**src/rtl/game_control.sv**
```systemverilog
// Control FSM for the auto-pets game. Sequences idle, team select, shop,
// battle, result and game over, driving datapath commands from its status
// strobes. Adds a battle timeout (forced loss) and a timed result-display hold.
module game_control #(
    parameter int unsigned TIMEOUT_CYC = 1000,
    parameter int unsigned HOLD_CYC    = 50,
    parameter int unsigned CNT_W       = 16
) (
    input  logic       clk,
    input  logic       reset,
    input  logic       start,
    input  logic       chosenDelay2,
    input  logic       actionFight,
    input  logic       battleDone,
    input  logic       battleWin,
    input  logic       alive,
    output logic [2:0] ns,
    output logic [2:0] ps,
    output logic       load_regs,
    output logic       decr_lives,
    output logic       rewards,
    output logic       result_win,
    output logic       timed_out
);

    typedef enum logic [2:0] {
        IDLE   = 3'd0,
        SELECT = 3'd1,
        SHOP   = 3'd2,
        BATTLE = 3'd3,
        RESULT = 3'd4,
        OVER   = 3'd5
    } state_t;

    // Last count value of each timed phase; TO_LAST is unused when the timeout is disabled.
    localparam logic [CNT_W-1:0] TO_LAST   = CNT_W'(TIMEOUT_CYC - 1);
    localparam logic [CNT_W-1:0] HOLD_LAST = CNT_W'(HOLD_CYC - 1);
    localparam logic [CNT_W-1:0] CNT_MAX   = '1;

    state_t           ps_reg;
    state_t           ns_next;
    logic [CNT_W-1:0] count_reg;
    logic             start_q_reg;
    logic             lost_reg;
    logic             dead_reg;
    logic             result_win_reg;
    logic             timed_out_reg;

    logic             start_rise;
    logic             timeout_hit;
    logic             rewards_next;
    logic             decr_next;

    // A held start key yields a single rising edge, so it advances one state only.
    assign start_rise  = start & ~start_q_reg;
    assign timeout_hit = (TIMEOUT_CYC != 0) && (count_reg == TO_LAST);

    // Next-state decode plus Mealy outcome pulses in the final BATTLE cycle.
    always_comb begin
        ns_next      = ps_reg;
        rewards_next = 1'b0;
        decr_next    = 1'b0;
        case (ps_reg)
            IDLE:   if (start_rise)   ns_next = SELECT;
            SELECT: if (chosenDelay2) ns_next = SHOP;
            SHOP:   if (actionFight)  ns_next = BATTLE;
            BATTLE: begin
                // A real battle end beats a simultaneous timeout.
                if (battleDone) begin
                    ns_next = RESULT;
                    if (battleWin) rewards_next = 1'b1;
                    else           decr_next    = 1'b1;
                end else if (timeout_hit) begin
                    ns_next   = RESULT;
                    decr_next = 1'b1;
                end
            end
            RESULT: begin
                if (count_reg == HOLD_LAST)
                    ns_next = (lost_reg && dead_reg) ? OVER : SELECT;
            end
            OVER:   if (start_rise)   ns_next = IDLE;
            default: ns_next = IDLE;
        endcase
    end

    assign ns         = ns_next;
    assign ps         = ps_reg;
    assign load_regs  = (ps_reg == IDLE);
    assign rewards    = rewards_next;
    assign decr_lives = decr_next;
    assign result_win = result_win_reg;
    assign timed_out  = timed_out_reg;

    // State, edge detector, phase counter and latched battle outcome.
    always_ff @(posedge clk or negedge reset) begin
        if (!reset) begin
            ps_reg         <= IDLE;
            count_reg      <= '0;
            start_q_reg    <= 1'b0;
            lost_reg       <= 1'b0;
            dead_reg       <= 1'b0;
            result_win_reg <= 1'b0;
            timed_out_reg  <= 1'b0;
        end else begin
            start_q_reg <= start;
            ps_reg      <= ns_next;

            // Counter restarts on entry to a timed phase and saturates instead of wrapping.
            if ((ps_reg != ns_next) && (ns_next == BATTLE || ns_next == RESULT))
                count_reg <= '0;
            else if (count_reg != CNT_MAX)
                count_reg <= count_reg + CNT_W'(1);

            if (ps_reg == BATTLE) begin
                if (battleDone) begin
                    result_win_reg <= battleWin;
                    timed_out_reg  <= 1'b0;
                    lost_reg       <= ~battleWin;
                    if (!battleWin) dead_reg <= ~alive;
                end else if (timeout_hit) begin
                    result_win_reg <= 1'b0;
                    timed_out_reg  <= 1'b1;
                    lost_reg       <= 1'b1;
                    dead_reg       <= ~alive;
                end
            end
        end
    end

endmodule
```
**config.mk**
```make
export PLATFORM = sky130hd
export DESIGN_NAME = game_control
export DESIGN_NICKNAME = d
export VERILOG_FILES = /design/src/rtl/game_control.sv
export SDC_FILE = /design/constraint.sdc
export NUM_CORES = 1
export LEC_CHECK = 0
export CAP_MARGIN = 10
export CORE_ASPECT_RATIO = 0.75
export CORE_MARGIN = 5
export CORE_UTILIZATION = 48
export CTS_BUF_LIST = sky130_fd_sc_hd__clkbuf_4 sky130_fd_sc_hd__clkbuf_8 sky130_fd_sc_hd__clkbuf_16
export CTS_CLUSTER_DIAMETER = 200
export CTS_CLUSTER_SIZE = 40
export DETAILED_ROUTE_END_ITERATION = 10
export GPL_ROUTABILITY_DRIVEN = 0
export PLACE_DENSITY_LB_ADDON = 0.08
export SYNTH_ARGS = -nofsm -noshare
export SYNTH_HDL_FRONTEND = slang
export SYNTH_SLANG_ARGS = --single-unit
```
**constraint.sdc**
```tcl
create_clock -name clk -period 1.7 [get_ports clk]
set_input_delay 0.255 -clock clk [delete_from_list [all_inputs] [get_ports clk]]
set_output_delay 0.255 -clock clk [all_outputs]
set_load 0.005 [all_outputs]
```
# Yosys cells after proc, flatten, opt, wreduce, memory -nomap -nowiden
# Index checks and enable logic that the tools add are counted.
# totals
ff_bits	24
# op_classes
reduce_logical	8
n_mux	26
addsub	1
bitwise	4
n_eq_ne	12
# op_table
cell	count
16-bit two-way mux	2
3-bit two-way mux	8
3-bit one-hot mux with 6 select lines	1
16-bit by 1-bit adder with 16-bit output (second input constant)	1
16-bit by 10-bit == test with 1-bit output (second input constant)	1
16-bit by 6-bit == test with 1-bit output (second input constant)	1
16-bit != test (second input constant)	1
1-bit two-way mux	15
3-bit by 2-bit == test with 1-bit output (second input constant)	3
3-bit == test (second input constant)	3
2-bit nonzero test	2
3-bit by 1-bit == test with 1-bit output (second input constant)	1
3-bit zero test	1
3-bit != test	1
1-bit inverter	3
3-bit AND reduction	1
1-bit logical AND	2
2-bit != test (second input constant)	1
2-bit AND reduction	1
1-bit AND	1
1-bit logical OR	1

# Depth between registers and ports, before layout
# Gate-level depths: netlist (run 1).
# depth
ltp_word	8
depth_mapped	6
depth_no_buf	6

# Worst setup path after synthesis (run 1)
# Ideal clock, no wire load.
# synth_path
path_type	flip-flop to flip-flop
start	register count_reg[0]
end	register count_reg[14]
n_path_buf	1
required_time_ns	1.627
stages_incl_launch_ff	7
slack_ns	-0.120
arrival_time_ns	1.747
setup_ns	0.073
synth_period_minus_slack_ns	1.820
cell_sequence	dfrtp_1 > ha_1 > nand3_2 > or4_1 > buf_2 > or3_1 > a21oi_2
# synth_via
elab_chain_len	8
# synth_lines
item	line	text
start: declaration	42	logic [CNT_W-1:0] count_reg;
start signal: assignment	113	count_reg <= count_reg + CNT_W'(1);
16-bit by 10-bit == test with 1-bit output	56	assign timeout_hit = (TIMEOUT_CYC != 0) && (count_reg == TO_LAST);
3-bit two-way mux	73	end else if (timeout_hit) begin
3-bit two-way mux	69	if (battleDone) begin
3-bit one-hot mux with 6 select lines	63	case (ps_reg)
3-bit by 2-bit == test with 1-bit output or 3-bit == test (tied branches)	110	if ((ps_reg != ns_next) && (ns_next == BATTLE || ns_next == RESULT))
1-bit logical OR	110	
1-bit logical AND	110	
16-bit two-way mux or 2-bit nonzero test (tied branches)	-	
# Parallel ways exist; a longest one is shown, timed or not. The select of a mux whose other input is x is not followed.
# A chain may end at the register's enable or synchronous reset.

# Worst setup path after layout (run 1)
# layout_path
start	register count_reg[3]
end	output port ns[2]
# layout_via
elab_chain_len	4
# layout_lines
item	line	text
16-bit by 10-bit == test with 1-bit output	56	
3-bit two-way mux	73	
3-bit two-way mux	69	
3-bit one-hot mux with 6 select lines *	63	
end: declaration	17	output logic [2:0] ns,
# Every way passes the cells marked *; elsewhere a longest branch is shown, timed or not.

==> results.yml, run 1 <==
worst_setup_path:
  critPathSlowestCell: "dfrtp_1"
  path_class: "register to primary output"
  path_cells: "nor3_1 -> buf_4 -> a41oi_2 -> buf_4 -> buf_6 -> buf_6 -> o22ai_4 -> buf_2"
  critPathMaxFanout: 3
  r2r_slack_ns: -0.34
  critPathArrivalTime_ns: 2.02
  slowest_delay_ns: 0.42
  crit_path_start_kind: "register"
  required_ns: 1.44
  ff2ff_path_depth: 9
  endpoint_kind: "primary output"
yosys:
  netlist.area_leader.share_pct: 43.2
  synth_nets: 159
  yosysTopAreaCell: "dfrtp_1"
  synth_mux_area_share_pct: 1.44
  synth_most_common_cell: "dfrtp_1"
  synth_top_family_by_area: "simple AND/OR/NAND/NOR gates"
  synthAdderAreaFrac_pct: 1.80
  netlist_instances: 149
  yosysWarnings: 0
  yosys-top-cells-area: "dfrtp_1, nor3_1, a211oi_1"
  synth_edf_count: 0
  async_flop_share_pct: 100
  ys.flop_type: "dfrtp_1"
  yosys.area_share.simple_pct: 30.2
  synth-seq-cells: 24
  synth_compound_area_share_pct: 19.3
  synthesis.area_mm2: 0.00139
  yosys-top-cells-count: "dfrtp_1, nor3_1, inv_1"
  synth.distinct_cells: 40
  synthXorXnorAreaFrac_pct: 0
  syn_area_per_cell_um2: 9.33
  yosysSeqAreaShare_pct: 43.2
timing:
  final.min_clock_period_ns: 2.28
  max_slew_margin_pct: 72.1
  final-hold-violation-count: 0
  finalSetupViolCount: 26
  setup_ws_ns: -0.578
  fin_skew_ns: 0.00310
  tightestPinTransition_ns: 0.414
  period_share_pct: 134
  rsz0062_at_grt: "yes"
  clock.fmax_ghz: 0.439
  slew_viol_final: 0
floorplanning:
  initial_utilization_pct: 51.8
  fp.dieArea_mm2: 0.00408
  die_y_um: 56.6
  io_pins: 19
  std_cell_rows: 16
  core_area_mm2: 0.00268
  fp.dieW_um: 72.1
placed_design:
  port_buffers: 18
  dp_hpwl_um: 3120
  dp.cells: 248
global_routing:
  overflow: 0
  grt_max_degree: 25
  antenna_found_initial: 0
  grt_util_all_layers_pct: 26.6
  grt_pass1_vias: 1737
  grt_pass1_wl_um: 8510
routing:
  wl_um: 5940
  num_vias: 1776
  viasPerCell: 6.75
  routedWlPerCell_um: 22.6
  drc_errors: 0
  detail_route.iter0.violations: 204
  antenna_left: 0
  drt_pass1_iterations: 5
finish:
  fin_nets: 238
  largest_reg_flops: 16
  drive_above_1_share_pct: 47.6
  antenna_cells: 0
  instances_no_fill: 263
  syn_to_final_growth_pct: 69.6
clocking:
  cts_tree: "built"
  clk_latency_ns: 0.27
  cts.clk_slew.worst_paths_ns: 0.08
  cts_buffers: 3
  cts-root-buf: "clkbuf_8"
  htreeDepth: 1
  cts.sinks: 24
  cts_buffer_depth: 2
pwr:
  p_per_area_mw_per_mm2: 1180
  peakVddDrop_v: 0.00109
  total_leakage_power_nw: 1.02
  p_total_mw: 2.79
outcome:
  outcome: "complete, but fails checks"
  violations: "setup timing"
hold_path:
  hp-class: "input pin to asynchronous set/reset pin"
run:
  drv_cap: 0
-- stage by stage --
stage                     hold slack [ns]  setup slack, ns  cell area (um^2)  setup TNS, ns  utilization [%]
after floorplan                   -0.0406           -0.107              1400         -0.134                -
final                               0.339           -0.578              2360          -7.92             87.9
after detailed placement            0.496           -0.516              1990          -3.31             74.1
after global placement              0.474           -0.473              1990          -2.51             74.1
after CTS                           0.354           -0.435              2300          -5.70             85.6
after global routing                0.359           -0.676              2360         -10.11             87.9
-- layer usage --
metal / wire length, um / up-vias / track usage, %
li1: - / 734 / -
met1: 2360 / 856 / 34.5
met2: 2720 / 147 / 43.3
met3: 553 / 39 / 5.70
met4: 300 / 0 / 9.38
met5: 0 / - / 0
-- power by group --
| part | internal [mW] | switching [mW] | total [mW] |
|---|---|---|---|
| Combinational | 0.814 | 0.788 | 1.60 |
| Sequential | 0.700 | 0.0952 | 0.795 |
| Clock | 0.207 | 0.187 | 0.394 |
-- cells in the final DEF (no fill, tap or decap), drive strengths merged, types with 5 or more instances in the layout --
cell type and count:
buf 64, dfrtp 24, clkdlybuf4s50 12, nor3 12, a21oi 10, inv 9
nand2 9, o31ai 6, a211oi 6, or4 6, clkbuf 6, nor4 6
nand4 5, nand3 5, nor2 5
-- worst max-delay path, delay by kind of cell (launching register included) --
family	cells	cell delay [ns]
and+or+nand+nor	1	0.28
DFF	1	0.42
buffers and inverters	5	0.73
AOI/OAI and AO/OA	2	0.32
-- cells by family after synthesis --
family          after synthesis
simple gates                 69
compound gates               38
flops                        24
buf+inv                      14
mux                           2
fa+ha+maj                     2
-- repair_timing --
action | CTS | global route
pin swaps | 17 | 10
resized for setup | 52 | 17
hold buffers | 0 | 0
buffers inserted | 12 | 3
endpoints found under the setup margin | 25 | 27
cloned | 1 | 0
-- path summary, 6_finish.rpt --
check	startpoint	end
worst max-delay path	count_reg[3]	ns[2]
worst min-delay path	reset	count_reg[0]
worst max register to register	count_reg[3]	count_reg[11]
worst min register to register	result_win	result_win
max in group asynchronous	reset	count_reg[3]
min in group clk	start	start_q_reg
-- final cells by class --
| type | instances | area, um^2 |
|---|---|---|
| sequential | 24 | 601 |
| fill | 119 | 325 |
| clock buffer | 4 | 55.1 |
| multi-input combinational | 111 | 952 |
| timing repair buffer | 79 | 671 |
| tap | 36 | 45.0 |
| inverter | 9 | 33.8 |
(Power assumes the default switching activity.)
==> run 2, diff against run 1 <==
--- a/config.mk
+++ b/config.mk
@@ -8,7 +8,7 @@
 export CAP_MARGIN = 10
 export CORE_ASPECT_RATIO = 0.75
 export CORE_MARGIN = 5
-export CORE_UTILIZATION = 48
+export CORE_UTILIZATION = 45
 export CTS_BUF_LIST = sky130_fd_sc_hd__clkbuf_4 sky130_fd_sc_hd__clkbuf_8 sky130_fd_sc_hd__clkbuf_16
 export CTS_CLUSTER_DIAMETER = 200
 export CTS_CLUSTER_SIZE = 40
==> run 2 against run 1 <==
  * The run still ends with setup timing left
  * Critical path depth decreased by 2
  * First-iteration DRC count increased by 27%
  * Design area decreased by 0.64%
  * Power is 3.8% lower
  * Non-clock buffer count shrank 1
  * Sequential share of layout area is 0.16 points higher
  * Clock-buffer cell count did not move
  * Die area rose by 5.6%
  * Sequential power hardly changed
  * Clock power up 5%
  * Flip-flop and latch count stayed put
  * Clock skew up 0.0020 ns
  * Critical path type unchanged
  * Critical endpoint is now ns[0]
  * Largest cell class unchanged
  * Largest power group unchanged
  * Highest routed layer unchanged
==> results.yml, run 2 (synthesized netlist as in run 1, its figures left out) <==
floorplanning:
  io_pins: 19
  fp.dieW_um: 74.2
  initial_utilization_pct: 47.0
  die_y_um: 58.1
  fp.dieArea_mm2: 0.00431
  core_area_mm2: 0.00296
  std_cell_rows: 17
hold_path:
  hp-class: "input pin to asynchronous set/reset pin"
routing:
  viasPerCell: 6.07
  drc_errors: 0
  detail_route.iter0.violations: 260
  drt_pass1_iterations: 4
  routedWlPerCell_um: 18.6
  num_vias: 1602
  wl_um: 4900
  antenna_left: 0
timing:
  fin_tns_setup_ns: -4.10
  setup_ws_ns: -0.457
  fin_skew_ns: 0.00511
  final.min_clock_period_ns: 2.16
  final-hold-violation-count: 0
  clock.fmax_ghz: 0.464
  slew_viol_final: 0
  finalSetupViolCount: 23
  period_share_pct: 127
  max_slew_margin_pct: 72.5
  tightestPinTransition_ns: 0.409
  rsz0062_at_grt: "yes"
global_routing:
  grt_pass1_wl_um: 8040
  grt_pass1_vias: 1611
  grt_util_all_layers_pct: 24.1
  grt_max_degree: 25
  antenna_found_initial: 0
  overflow: 0
clocking:
  clk_latency_ns: 0.28
  cts_tree: "built"
  cts_buffer_depth: 2
  htreeDepth: 1
  cts.sinks: 24
  ctsHoldBuffers: 0
  cts.clk_slew.worst_paths_ns: 0.09
  cts-root-buf: "clkbuf_8"
  cts_buffers: 3
worst_setup_path:
  critPathMaxFanout: 3
  required_ns: 1.44
  crit_path_start_kind: "register"
  ff2ff_path_depth: 8
  critPathArrivalTime_ns: 1.90
  endpoint_kind: "primary output"
  path_class: "register to primary output"
  r2r_slack_ns: -0.25
finish:
  drive_above_1_share_pct: 49.1
  multi_input_area_um2: 950
  final_cell_mix: "buf_4, dfrtp_1, clkdlybuf4s50_1, inv_1, nand2_1"
  final_common_cell: "buf_4"
  n_fill_cell: 175
  antenna_cells: 0
  syn_to_final_growth_pct: 68.5
  fin_nets: 237
  fin_area_mm2: 0.00234
  regArea_um2: 601
  largest_reg_flops: 16
placed_design:
  dp_hpwl_um: 3100
  port_buffers: 18
  post_dp_cell_area_mm2: 0.00198
pwr:
  total_leakage_power_nw: 1.04
  peakVddDrop_v: 0.000823
  p_per_area_mw_per_mm2: 1150
  p_total_mw: 2.69
run:
  drv_cap: 0
outcome:
  outcome: "complete, but fails checks"
  violations: "setup timing"
run 2: cell count changes in the layout (fill, tap and decap cells not counted), moves of 2 or more:
| cell | delta |
|---|---|
| buf_6 | -2 |
| nor3_1 | -4 |
| nor3_2 | +3 |
| nor4_1 | +2 |
| nor4_2 | -2 |
| or4_1 | -3 |
| or4_4 | +3 |
run 2: metal layers:
layer	share of wire [%]	routed length, um	track usage (%)
met5	0	0	0
met4	0.92	45	7.75
met3	8.3	408	6.07
met2	47	2310	37.5
met1	44	2140	32.6
run 2: through the flow:
step,setup slack [ns],hold WS (ns),std cells,util [%]
final,-0.457,0.329,264,79.2
after global routing,-0.521,0.354,264,79.2
after CTS,-0.444,0.346,262,76.0
after detailed placement,-0.474,0.512,249,67.0
after global placement,-0.472,0.478,249,67.0
after floorplan,-0.107,-0.0406,149,-
run 2: power breakdown:
group	switching, mW	internal (mW)	total [mW]
logic	0.693	0.785	1.48
registers	0.0950	0.700	0.795
clock network	0.204	0.208	0.412
total	0.992	1.69	2.69
run 2: layout make-up:
class	instances	area share (%)
clock buffers	4	2.35
multi-input cells	111	40.5
repair buffers	78	28.0
flip-flops and latches	24	25.6
well taps	38	2.03
inverters	9	1.44
run 2: repair_timing:
| action | 4_1_cts | 5_1_grt |
|---|---|---|
| gates cloned | 1 | 0 |
| setup buffers | 8 | 3 |
| pin swaps | 13 | 14 |
| setup endpoints to repair | 24 | 24 |
| resized for setup | 51 | 18 |
run 2: path summary, 6_finish.rpt:
path	to	startpoint
worst max-delay path	ns[0]	count_reg[6]
worst min-delay path	count_reg[7]	reset
worst max register to register	dead_reg	count_reg[6]
worst min register to register	result_win	result_win
max in group asynchronous	count_reg[3]	reset
min in group clk	start_q_reg	start
run 2: worst max-delay path, cell delays in order, from the launching register on:
cell     delay (ns)
dfrtp_1        0.41
buf_4          0.13
and4_1         0.25
a41oi_2        0.17
buf_4          0.19
a211o_1        0.32
buf_2          0.15
==> run 3, diff against run 2 <==
--- a/config.mk
+++ b/config.mk
@@ -9,7 +9,6 @@
 export CORE_ASPECT_RATIO = 0.75
 export CORE_MARGIN = 5
 export CORE_UTILIZATION = 45
-export CTS_BUF_LIST = sky130_fd_sc_hd__clkbuf_4 sky130_fd_sc_hd__clkbuf_8 sky130_fd_sc_hd__clkbuf_16
 export CTS_CLUSTER_DIAMETER = 200
 export CTS_CLUSTER_SIZE = 40
 export DETAILED_ROUTE_END_ITERATION = 10
==> results of run 3 <==
The final DEF is identical to that of run 2; final timing and power are the same.
